==> config.mk <==
export PLATFORM = sky130hd
export DESIGN_NAME = frame_reader
export DESIGN_NICKNAME = d
export VERILOG_FILES = /design/src/rtl/frame_reader.sv
export SDC_FILE = /design/constraint.sdc
export NUM_CORES = 1
export LEC_CHECK = 0
export BUFFER_PORTS_ARGS = -buffer_cell sky130_fd_sc_hd__buf_2
export CAP_MARGIN = 10
export CORE_ASPECT_RATIO = 0.9
export CORE_MARGIN = 2
export CORE_UTILIZATION = 50
export CTS_CLUSTER_SIZE = 28
export DETAILED_ROUTE_END_ITERATION = 16
export PLACE_DENSITY = 0.77
export SLEW_MARGIN = 20
export SYNTH_ARGS = -nofsm -noshare
export SYNTH_HDL_FRONTEND = slang
export SYNTH_SLANG_ARGS = --single-unit
export TNS_END_PERCENT = 10
==> constraint.sdc <==
create_clock -name clk -period 14.9 [get_ports clk]
set_input_delay 0.745 -clock clk [delete_from_list [all_inputs] [get_ports clk]]
set_output_delay 0.745 -clock clk [all_outputs]
set_load 0.01 [all_outputs]
==> src/rtl/frame_reader.sv <==
// Scan-out reader: fetches frame-buffer chunks through the DDR address/read-data FIFOs,
// buffers returned 128-bit beats and streams 24-bit RGB pixels in raster order.
module frame_reader #(
  parameter int H_ACTIVE  = 800,
  parameter int V_ACTIVE  = 600,
  parameter int BUF_DEPTH = 16
) (
  input  logic         clk,
  input  logic         rst,
  input  logic [31:0]  frame_base,
  input  logic         af_full,
  output logic         af_wr_en,
  output logic [30:0]  af_addr_din,
  output logic [2:0]   af_cmd_din,
  input  logic         rdf_valid,
  input  logic [127:0] rdf_dout,
  output logic         rdf_rd_en,
  output logic [23:0]  video,
  output logic         video_valid,
  input  logic         video_ready
);

  localparam int AW = $clog2(BUF_DEPTH);
  localparam int CW = AW + 1;
  localparam logic [CW:0] CREDIT_MAX = (CW+1)'(BUF_DEPTH - 2);
  localparam logic [9:0]  LAST_X     = 10'(H_ACTIVE - 8);
  localparam logic [9:0]  LAST_Y     = 10'(V_ACTIVE - 1);

  typedef enum logic {REQ_IDLE, REQ_ISSUE} req_state_e;

  req_state_e     state_q;
  logic [9:0]     req_x_q, req_x_d, req_y_q, req_y_d;
  logic [5:0]     base_q, base_d, base_use;
  logic [CW-1:0]  in_flight_q, in_flight_d, words_q, words_d;
  logic [CW:0]    credit_sum;
  logic [AW-1:0]  wr_ptr_q, wr_ptr_d, rd_ptr_q, rd_ptr_d;
  logic [1:0]     pix_q, pix_d;
  logic [23:0]    video_q, video_d;
  logic           video_valid_q, video_valid_d;
  logic [127:0]   mem [BUF_DEPTH];
  logic [127:0]   head;
  logic           issue, pop, load, free, first_chunk;
  logic           unused_base_bits;

  assign unused_base_bits = ^{frame_base[31:28], frame_base[21:0]};

  // Credits cover both buffered words and beats still in flight, so a pop always has room.
  assign credit_sum  = {1'b0, words_q} + {1'b0, in_flight_q};
  assign issue       = !rst && (state_q == REQ_ISSUE) && !af_full && (credit_sum <= CREDIT_MAX);
  assign pop         = rdf_valid && !rst;
  assign first_chunk = (req_x_q == 10'd0) && (req_y_q == 10'd0);
  assign base_use    = first_chunk ? frame_base[27:22] : base_q;

  assign af_wr_en    = issue;
  assign af_addr_din = {6'b0, base_use, req_y_q, req_x_q[9:3], 2'b00};
  assign af_cmd_din  = 3'b001;
  assign rdf_rd_en   = pop;
  assign video       = video_q;
  assign video_valid = video_valid_q;

  assign head = mem[rd_ptr_q];
  assign load = (!video_valid_q || video_ready) && (words_q != '0);
  assign free = load && (pix_q == 2'd3);

  always_comb begin
    req_x_d = req_x_q;
    req_y_d = req_y_q;
    base_d  = base_q;
    if (issue) begin
      if (first_chunk) base_d = frame_base[27:22];
      if (req_x_q == LAST_X) begin
        req_x_d = 10'd0;
        req_y_d = (req_y_q == LAST_Y) ? 10'd0 : req_y_q + 10'd1;
      end else begin
        req_x_d = req_x_q + 10'd8;
      end
    end
    in_flight_d = in_flight_q + (issue ? CW'(2) : CW'(0)) - (pop ? CW'(1) : CW'(0));
    words_d     = words_q + (pop ? CW'(1) : CW'(0)) - (free ? CW'(1) : CW'(0));
    wr_ptr_d    = pop  ? wr_ptr_q + AW'(1) : wr_ptr_q;
    rd_ptr_d    = free ? rd_ptr_q + AW'(1) : rd_ptr_q;
  end

  // Output register: reload whenever empty or the current pixel is being taken.
  always_comb begin
    video_d       = video_q;
    video_valid_d = video_valid_q;
    pix_d         = pix_q;
    if (load) begin
      video_d       = head[{pix_q, 5'b0} +: 24];
      video_valid_d = 1'b1;
      pix_d         = pix_q + 2'd1;
    end else if (video_ready) begin
      video_valid_d = 1'b0;
    end
  end

  always_ff @(posedge clk) begin
    if (rst) begin
      state_q       <= REQ_IDLE;
      req_x_q       <= '0;
      req_y_q       <= '0;
      base_q        <= '0;
      in_flight_q   <= '0;
      words_q       <= '0;
      wr_ptr_q      <= '0;
      rd_ptr_q      <= '0;
      pix_q         <= '0;
      video_q       <= '0;
      video_valid_q <= 1'b0;
    end else begin
      case (state_q)
        REQ_IDLE:  state_q <= REQ_ISSUE;
        REQ_ISSUE: state_q <= REQ_ISSUE;
        default:   state_q <= REQ_IDLE;
      endcase
      req_x_q       <= req_x_d;
      req_y_q       <= req_y_d;
      base_q        <= base_d;
      in_flight_q   <= in_flight_d;
      words_q       <= words_d;
      wr_ptr_q      <= wr_ptr_d;
      rd_ptr_q      <= rd_ptr_d;
      pix_q         <= pix_d;
      video_q       <= video_d;
      video_valid_q <= video_valid_d;
    end
  end

  always_ff @(posedge clk) begin
    if (pop) mem[wr_ptr_q] <= rdf_dout;
  end

endmodule

==> impl_metrics.toml <==
[run_status]
status = "complete, no violations"

[sta]
worst_pin_slew_ns = 1.12
slew_violations = 0
fmax_mhz = 223
timing.max_slew.rel_slack = 0.250
rsz0062_at_grt = "no"
post-route-period-util = 0.301
fin_tns_setup_ns = 0
fin_skew_ns = 0.0258
finalHoldViolCount = 0
setup_viol = 0
fin_crit_ns = 4.49
whs_ns = 0.287

[die]
num_rows = 122
initial_core_util = 0.502
core_area_sq_um = 123000
die_y_microns = 337
io_pins = 226
die_w_microns = 374
die-area_sq_um = 126000

[placement]
dpl.hpwl_microns = 70700
dpl-instance-area_sq_um = 64300
port_buffers = 156
place.gp.congestion = 0.779

[layout]
area_growth_pct = 12.3
nets = 3270
final_common_cell = "edfxtp_1"
fillers = 8673
drive_gt1_frac = 0.251
design_area_sq_um = 69100
layout_common_cells = "edfxtp_1 (1536), mux4_2 (336), mux2i_1 (196)"
finish.utilization = 0.564

[grt]
grt_pass1_vias = 30600
grt_start_max_net_pins = 134
grt_pass1_wl_microns = 207000
antenna_found_initial = 35
gr-total-overflow = 0
grt_use_total = 0.229

[synthesis]
synth_mux_area_frac = 0.156
synth_compound_area_frac = 0.0313
synth_cell_type_count = 52
syn_area_sq_um = 61600
ys_ff_latch = 1609
synth_simple_gate_area_frac = 0.0173
synth_cells = 2870
yosysWarnings = 0
synth-xor-area-share = 0.00213
yosysSeqAreaShare = 0.773
post_synth.cell_area_avg_sq_um = 21.5
synth-edff-count = 1536
synthFlopType = "edfxtp_1"
synthAdderAreaFrac = 0.00605
synthArstFlopShare = 0
synth_top_family_by_area = "multiplexers"

[routing]
wirelength_microns = 143000
viasPerCell = 6.23
remaining_drc_errors = 0
first_pass_iters = 7
ant_nets = 0
drt-initial-drc-count = 3925
wl_per_cell_microns = 29.6
vias = 30000

[clock_network]
path_clk_slew_ns = 0.06
numClockSinks = 1609
hold_buffers = 0
worstSkewPairLatency_ns = 0.78
cts_made_buffers = 152
ctsResizeCount = 0
tritoncts = "built"
cts-htree-levels = 4
cts_buffer_depth = 3
ctsRootBufferMaster = "clkbuf_16"
cts_setup_buffers = 0

[power]
power_density_nw_per_um2 = 137
p_leak_nw = 21.1
peakVddDrop_mv = 0.113

[min_path]
holdPathEnd = "video_valid"
min_path_type = "in2reg"
min_delay_path_depth = 3
min_from = "video_ready"

[worst_setup_path]
cp_max_fo = 48
arrival_ns = 5.14
ff2ff_setup_slack_ns = 10.41
r2r-end = "video[3]"
reg2reg_depth = 8
path_class = "reg2reg"
required_ns = 15.55
startpoint_type = "flop"
cp-end-kind = "flop"

[flow_run]
drv_cap = 0
## logic make-up (layout without fill, tap and decap cells)
| family | Yosys count | after routing |
|---|---|---|
| AOI/OAI and AO/OA | 270 | 270 |
| xor gates and xnor gates | 15 | 15 |
| adders and majority gates | 28 | 28 |
| buffers and inverters | 194 | 512 |
| DFF | 1609 | 1609 |
| muxes | 538 | 538 |
| other | 2 | 26 |
| and+or+nand+nor | 214 | 214 |
## area by class of cell
type	instances	area, sq um	area share
Tap cell	1612	2020	0.0292
Clock buffer	198	4140	0.0599
Antenna cell	15	37.5	0.000543
Inverter	23	86.3	0.00125
Multi-Input combinational cell	1076	13300	0.192
Sequential cell	1609	47600	0.688
Clock inverter	76	684	0.00990
Timing Repair Buffer	215	1280	0.0185
## state kept, by name (all words and copies together), names as in the netlist, named ones only
register and flops:
state_q 1, words_q 5, video_valid 1, pix_q 2, wr_ptr_q 4, in_flight_q 5
mem 1536, rd_ptr_q 4, video 24, req_x_q 7, base_q 6, req_y_q 10
## power breakdown
group | internal (mW) | switching (mW) | total, mW
Sequential | 5.03 | 0.0510 | 5.08
Combinational | 0.217 | 0.422 | 0.639
Clock | 2.14 | 1.64 | 3.77
Total | 7.38 | 2.11 | 9.49
## cell usage after synthesis (all sizes together) (2+ instances only)
library cell / number / area share
a31oi: 25 / 0.0026
a21o: 5 / 0.00061
xor2: 7 / 0.0010
nand3: 59 / 0.0048
ha: 25 / 0.0051
a21oi: 49 / 0.0040
nand2b: 3 / 0.00030
nor4: 2 / 0.00020
or3: 8 / 0.00081
or4b: 2 / 0.00033
nor2b: 9 / 0.00091
edfxtp: 1536 / 0.75
conb: 2 / 0.00012
mux2i: 196 / 0.032
inv: 23 / 0.0014
nand2: 39 / 0.0024
nand3b: 5 / 0.00061
or4: 4 / 0.00049
clkbuf: 78 / 0.0048
o31ai: 4 / 0.00049
nor4b: 2 / 0.00028
a21bo: 2 / 0.00033
mux2: 6 / 0.0011
and2: 3 / 0.00030
nor3: 19 / 0.0015
a221oi: 24 / 0.0034
fa: 3 / 0.00098
a22o: 25 / 0.0036
and3: 5 / 0.00051
nand4: 5 / 0.00051
a22oi: 119 / 0.015
dfxtp: 73 / 0.024
mux4: 336 / 0.12
buf: 93 / 0.0084
xnor2: 8 / 0.0011
nor2: 45 / 0.0027
o21ai: 11 / 0.00089
## routing by layer
layer	GRT usage	routed length (microns)	vias up
met5	0	195	-
met4	0.0891	4480	28
met3	0.0673	15800	283
met2	0.368	70300	1558
met1	0.296	52100	15700
li1	-	-	12500
## worst max-delay path by stage
stage	from	end	slack, ns
2_1_floorplan	rst	mem[0][0]	6.19
4_1_cts	flop	video[12]	10.30
3_3_place_gp	rst	mem[7][119]	10.21
5_1_grt	flop	video[3]	9.98
3_5_place_dp	rst	mem[7][70]	10.13
6_report	flop	video[3]	10.41
## metrics by stage
stage / setup WS, ns / power [mW] / cells
floorplan: 6.19 / 5.52 / 2879
CTS: 10.30 / 9.54 / 4809
global placement: 10.21 / 5.78 / 4535
detailed placement: 10.13 / 5.80 / 4535
finish: 10.41 / 9.49 / 4824
global route: 9.98 / 9.77 / 4815
## critical path: stages (launching register included)
cell      delay, ns
dfxtp_4        0.72
buf_4          0.89
buf_4          0.77
mux4_2         0.60
a22o_1         0.25
a221oi_1       0.31
a31oi_1        0.41
a21oi_1        0.28
nand2_1        0.08
Note: power is estimated with default switching activity, not from simulation.
